**config.mk**
```make
export PLATFORM = sky130hd
export DESIGN_NAME = id_ex_stage
export DESIGN_NICKNAME = d
export VERILOG_FILES = /design/src/rtl/id_ex_stage.sv
export SDC_FILE = /design/constraint.sdc
export NUM_CORES = 1
export LEC_CHECK = 0
export ABC_AREA = 1
export CORE_AREA = 2 2 121 123
export CTS_CLUSTER_SIZE = 12
export DETAILED_ROUTE_END_ITERATION = 7
export DIE_AREA = 0 0 123 125
export PLACE_DENSITY = 0.76
export RECOVER_POWER = 100
export SYNTH_ARGS = -nofsm -noshare
export SYNTH_HDL_FRONTEND = slang
export SYNTH_SLANG_ARGS = --single-unit
```
**constraint.sdc**
```tcl
create_clock -name clk -period 1.5 [get_ports clk]
set_input_delay 0.3 -clock clk [delete_from_list [all_inputs] [get_ports clk]]
set_output_delay 0.3 -clock clk [all_outputs]
set_load 0.05 [all_outputs]
```
**src/rtl/id_ex_stage.sv**
```systemverilog
// rtl/id_ex_stage.sv - ID/EX pipeline register with operand forwarding and load-use detection
// Define IDEX_FORWARD_EN for MEM/WB forwarding; otherwise lu_stall covers every pending write.
module id_ex_stage #(
  parameter int LOGWIDTH = 5,
  parameter int REGBITS  = 5,
  localparam int W = 2 ** LOGWIDTH
) (
  input  logic               clk,
  input  logic               reset,
  input  logic               stall_e,
  input  logic               flush_e,
  input  logic [W-1:0]       id_rd1,
  input  logic [W-1:0]       id_rd2,
  input  logic [W-1:0]       id_imm,
  input  logic [REGBITS-1:0] id_rs,
  input  logic [REGBITS-1:0] id_rt,
  input  logic [REGBITS-1:0] id_rd,
  input  logic [2:0]         id_alu_f,
  input  logic               id_alusrc,
  input  logic               id_regdst,
  input  logic               id_regwrite,
  input  logic               id_memtoreg,
  input  logic               id_memwrite,
  input  logic               id_valid,
  input  logic               mem_regwrite,
  input  logic [REGBITS-1:0] mem_writereg,
  input  logic [W-1:0]       mem_aluout,
  input  logic               wb_regwrite,
  input  logic [REGBITS-1:0] wb_writereg,
  input  logic [W-1:0]       wb_result,
  output logic [W-1:0]       alu_a,
  output logic [W-1:0]       alu_b,
  output logic [2:0]         alu_f,
  output logic [W-1:0]       ex_writedata,
  output logic [REGBITS-1:0] ex_writereg,
  output logic               ex_regwrite,
  output logic               ex_memtoreg,
  output logic               ex_memwrite,
  output logic               ex_valid,
  output logic               lu_stall
);

  logic [W-1:0]       rd1_q, rd2_q, imm_q;
  logic [REGBITS-1:0] rs_q, rt_q, rd_q;
  logic [2:0]         f_q;
  logic               alusrc_q, regdst_q, regwrite_q, memtoreg_q, memwrite_q, valid_q;
  logic [W-1:0]       fwd_a, fwd_b;

  // Flush clears data fields too so a bubble is bit-for-bit identical to reset.
  always_ff @(posedge clk) begin
    if (reset || flush_e) begin
      rd1_q      <= '0;
      rd2_q      <= '0;
      imm_q      <= '0;
      rs_q       <= '0;
      rt_q       <= '0;
      rd_q       <= '0;
      f_q        <= '0;
      alusrc_q   <= 1'b0;
      regdst_q   <= 1'b0;
      regwrite_q <= 1'b0;
      memtoreg_q <= 1'b0;
      memwrite_q <= 1'b0;
      valid_q    <= 1'b0;
    end else if (!stall_e) begin
      rd1_q      <= id_rd1;
      rd2_q      <= id_rd2;
      imm_q      <= id_imm;
      rs_q       <= id_rs;
      rt_q       <= id_rt;
      rd_q       <= id_rd;
      f_q        <= id_alu_f;
      alusrc_q   <= id_alusrc;
      regdst_q   <= id_regdst;
      regwrite_q <= id_regwrite;
      memtoreg_q <= id_memtoreg;
      memwrite_q <= id_memwrite;
      valid_q    <= id_valid;
    end
  end

  assign ex_writereg = regdst_q ? rd_q : rt_q;

`ifdef IDEX_FORWARD_EN
  // MEM is younger than WB, so its value wins when both target the same register.
  always_comb begin
    fwd_a = rd1_q;
    if (rs_q != '0 && mem_regwrite && mem_writereg == rs_q)
      fwd_a = mem_aluout;
    else if (rs_q != '0 && wb_regwrite && wb_writereg == rs_q)
      fwd_a = wb_result;
  end

  always_comb begin
    fwd_b = rd2_q;
    if (rt_q != '0 && mem_regwrite && mem_writereg == rt_q)
      fwd_b = mem_aluout;
    else if (rt_q != '0 && wb_regwrite && wb_writereg == rt_q)
      fwd_b = wb_result;
  end

  assign lu_stall = valid_q & memtoreg_q & (rt_q != '0) &
                    ((rt_q == id_rs) | (rt_q == id_rt));
`else
  logic unused_fwd_inputs;
  assign unused_fwd_inputs = ^{mem_regwrite, mem_writereg, mem_aluout,
                               wb_regwrite, wb_writereg, wb_result, rs_q};

  assign fwd_a = rd1_q;
  assign fwd_b = rd2_q;

  // Without bypass paths any in-flight write must drain before a dependent reads.
  assign lu_stall = valid_q & regwrite_q & (ex_writereg != '0) &
                    ((ex_writereg == id_rs) | (ex_writereg == id_rt));
`endif

  assign alu_a        = fwd_a;
  assign alu_b        = alusrc_q ? imm_q : fwd_b;
  assign alu_f        = f_q;
  assign ex_writedata = fwd_b;
  assign ex_regwrite  = regwrite_q;
  assign ex_memtoreg  = memtoreg_q;
  assign ex_memwrite  = memwrite_q;
  assign ex_valid     = valid_q;

endmodule

```
-- Word level (Yosys, flattened, before mapping)
Cells that the tools add are included.
Widths: inputs -> output; s select.
- register bits after elaboration: 115
- bits of input ports: 200
- output and inout bits: 109
- logic and storage cells: 22
- equal/unequal tests: 2
- mux-type cells: 2
- bitwise logic cells: 4
- reduce and logical (&&, ||, !) cells: 2
- operators by type and width (cell ; count):
    $mux 32 ; 1
    $eq 5x5->1 ; 2
    $mux 5 ; 1
    $reduce_bool 5->1 ; 1
    $and 1x1->1 ; 3
    $logic_or 1x1->1 ; 1
    $or 1x1->1 ; 1

-- Depth between registers and ports, before layout
- depth in word-level cells: 4
- gate-level depth with buffers: 9
- mapped depth without buffers: 8

-- Worst setup path after synthesis
Ideal clock, no wire load.
- path kind: flip-flop to output port
- from: register rd2_q[0], in the netlist ex_writedata[0]
- to: output alu_b[0]
- arrival time: 1823 ps
- data required time: 1200 ps
- slack: -623 ps
- cell stages (with the launch flop): 3
- buffers on the path: 0
- cells stage by stage: dfxtp_1 > inv_1 > o21ai_0
- word-level cells in the longest chain between the ends: 1
- RTL lines (element ; RTL line ; text):
    start, declared ; 43 ; logic [W-1:0] rd1_q, rd2_q, imm_q;
    start signal, assigned ; 67 ; rd2_q <= id_rd2;
    $mux 32 ; 118 ; assign alu_b = alusrc_q ? imm_q : fwd_b;
    end, declared ; 32 ; output logic [W-1:0] alu_b,
Every way passes these cells.

-- Worst setup path in the final report
- from: register regdst_q
- to: output lu_stall
- word-level cells in the longest chain between the ends: 4
- elaborated cells on any way between the ends: 7
- those cells by class: eq/ne: 2; mux: 1; bitwise: 3; reduce/logical: 1
- RTL lines (element ; RTL line ; text):
    start, declared ; 46 ; logic alusrc_q, regdst_q, regwrite_q, memtoreg_q, memwrite_q, valid_q;
    start signal, assigned ; 74 ; regdst_q <= id_regdst;
    $mux 5 (*) ; 82 ; assign ex_writereg = regdst_q ? rd_q : rt_q;
    $eq 5x5->1 / $reduce_bool 5->1 (equally long branches) ; 114, 113 ;
    $or 1x1->1 / $and 1x1->1 (equally long branches) ; 114, 113 ;
    $and 1x1->1 (*) ; 113 ; assign lu_stall = valid_q & regwrite_q & (ex_writereg != '0) &
    end, declared ; 40 ; output logic lu_stall
Mark *: on every way between the ends. The rest lies on a longest branch, timed or not.

==> out/qor.txt <==
PD cells - 1062 nW/um^2
hpwl dp - 11020 um
post-synthesis net count - 842
Synth Area per Inst - 7.470 um^2
DRT antenna net count - 0
post-route worst setup slack - -0.5712 ns
RSZ-0062 raised after global routing - yes
failing checks - setup timing
Max Fanout on Critical Path - 9
initial DRC count - 262
CTS tree - done
maximum clock insertion buffer count - 2
Leakage - 3.788 nW
Cell variety after synth - 19
first-pass GRT wire length - 26810 um
Worst EP required - 1.20 ns
sequential share of power - 34.4%
met2 Use GR - 37.70%
Area growth syn-to-layout - 84.79%
number of top-level pins - 309
gpl congestion - 0.8534
TritonCTS buffer count - 17
Seq/Total Area, Yosys - 48.00%
routing usage on met1 - 25.54%
Via density - 4.745
overall routed net length - 16560 um
Clk network pwr share - 47.3%
critical path startpoint category - register
Die Span X - 123 um
slew margin rel. - 69.21%
die height - 125 um
drt pass-1 iters - 4
crit-path max cell delay - 0.34 ns
Int Power - 6.997 mW
busiest grt layer - met2
#FFs+latches synth - 115
status - complete, but fails checks
via count - 5120
CTS clk-pin slew, worst paths - 0.05 ns
worst-path cell chain - buf_12 > inv_16 > nand2_8 > nand2_8 > nand2_1 > o21ai_1 > nand3b_1 > a21oi_4 > buf_12
CP max stage cell - dfxtp_2
M3 GR Usage - 7.208%
worst endpoint data arrival time - 1.77 ns
Synth Instances - 642
vias in the first global route - 5311
routed length per instance - 15.35 um
Fin. Hold Viols - 0
clock sink count - 115
Worst Tran Pin Value - 0.4618 ns
switching power - 2.414 mW
ratio of cells with drive above 1 in the final layout - 28.72%
switch share - 25.65%
H-tree Lvls - 4
worst skew pair latency - 0.41 ns
total negative setup slack - -7.746 ns
Yosys warning total - 0
Mapped Area - 4796 um^2
Achievable Freq - 482.8 MHz
Comb pwr share - 18.2%
hold buffers post-CTS - 0
Worst Hold Class - in -> reg
Setup-failing EPs final - 39
fin crit period - 2.071 ns
DRC viols - 0
largest net degree at the start of global routing - 58
Final Cycle Share - 138.1%
number of antenna violations at the first check in global routing - 0
clock root buffer - clkbuf_16
Nets - 1083
# diodes - 0
VDD IR max - 0.6625 mV
Critical Path End Type - output pin
final core occ - 62.39%
# rows - 44
max_cap viols - 0
gr ovfl total - 0
CORE AREA - 14200 um^2
GRT Util Overall - 22.27%
# port buffers - 232
Crit Path Class - reg -> out
Die ar. - 15380 um^2
Starting Density - 33.76%
Worst Skew - 0 ns
Slew Limit Fails - 0
[registers in the layout, summed over array words and instances, names as in the netlist]
signal	cells
alu_a	32
alu_f	3
alusrc_q	1
ex_memtoreg	1
ex_memwrite	1
ex_regwrite	1
ex_valid	1
ex_writedata	32
imm_q	32
rd_q	5
regdst_q	1
rt_q	5
[power groups by stage]
stage                     clock [mW]  sequential [mW]  combinational [mW]
final                           4.46             3.24                1.72
after global routing            4.68             3.25                1.82
after CTS                       4.55             3.27                1.96
after detailed placement           0             3.33                1.87
after global placement             0             3.32                1.85
after floorplan                    0             3.53               0.662
[cell families (layout without fill, tap and decap cells)]
logic type / Yosys count / count (layout) / share of synthesized area [%]
buffers and inverters: 96 / 349 / 9.627
and+or+nand+nor: 282 / 282 / 23.90
AOI/OAI and AO/OA: 149 / 149 / 18.47
DFF: 115 / 115 / 48.00
[per-layer routing]
metal  part of all wire (%)  vias up
met5                      0        -
met4                    2.7        0
met3                    6.3       33
met2                     51      157
met1                     41     2377
li1                       -     2553
[worst paths after layout]
check / cells after the start / endpoint / start / slack (ns)
max: 9 / lu_stall / regdst_q / -0.57
min: 4 / alusrc_q / stall_e / 0.41
max reg2reg: 4 / alusrc_q / alusrc_q / 0.60
min reg2reg: 2 / alu_a[0] / alu_a[0] / 0.46
[critical path, delay by kind of cell (launching register included)]
kind | cells | cell delay [ns]
and+or+nand+nor | 4 | 0.40
AOI/OAI and AO/OA | 2 | 0.25
buffers and inverters | 3 | 0.36
DFF | 1 | 0.34
[layout make-up]
class / instances / area, um^2
Fill cell: 1174 / 5341
Clock inverter: 10 / 178.9
Multi-Input combinational cell: 431 / 2596
Timing Repair Buffer: 268 / 2875
Inverter: 50 / 203.9
Clock buffer: 21 / 470.5
Tap cell: 184 / 230.2
Sequential cell: 115 / 2307
[cell usage after synthesis]
| cell | n | area share (%) |
|---|---|---|
| nand2_1 | 208 | 16 |
| dfxtp_1 | 115 | 48 |
| a21oi_1 | 65 | 6.8 |
| inv_1 | 48 | 3.8 |
| nor2_1 | 47 | 3.7 |
| a211oi_1 | 41 | 6.4 |
| o21ai_0 | 33 | 3.4 |
| buf_2 | 21 | 2.2 |
| clkbuf_1 | 14 | 1.1 |
| nand3_1 | 14 | 1.5 |
| a21oi_2 | 10 | 1.8 |
| buf_6 | 7 | 1.6 |
| nand2_4 | 7 | 1.6 |
| buf_4 | 4 | 0.63 |
| nand2_2 | 3 | 0.39 |
| nand3b_1 | 2 | 0.31 |
| inv_2 | 1 | 0.078 |
| inv_8 | 1 | 0.23 |
| or2_1 | 1 | 0.13 |
[timing repair]
| action | CTS | global route |
|---|---|---|
| resized for setup | 46 | 23 |
| buffers inserted | 7 | 2 |
| endpoints found under the setup margin | 38 | 38 |
| pin swaps | 25 | 5 |
| gates cloned | 7 | 0 |
[stage by stage]
step | worst slack (ns) | instance area, um^2 | instances | power (mW) | hold slack [ns]
after floorplan | -0.1520 | 5241 | 642 | 4.189 | 0.4403
after global placement | -0.3525 | 8932 | 1035 | 5.177 | 0.4523
after detailed placement | -0.3610 | 8932 | 1035 | 5.200 | 0.4556
after CTS | -0.5918 | 9971 | 1080 | 9.780 | 0.3864
after global routing | -0.7101 | 8862 | 1079 | 9.757 | 0.4151
final | -0.5712 | 8862 | 1079 | 9.411 | 0.4066
[placed cells by master, fill, tap and decap left out, types with 3 or more instances in the layout]
cell type,n
dfxtp_1,113
buf_6,8
nand2_4,19
nand3_1,13
a211oi_1,41
clkdlybuf4s50_1,121
clkbuf_8,3
inv_1,47
a21oi_1,72
bufinv_16,5
o21ai_4,32
clkbuf_2,72
nand2_1,178
clkinv_2,4
buf_16,5
clkbuf_4,3
buf_12,48
nand2_2,15
nor2_1,47
nand2_8,6
clkbuf_16,17
buf_4,9
No activity file was read; power rests on OpenSTA's default activity.
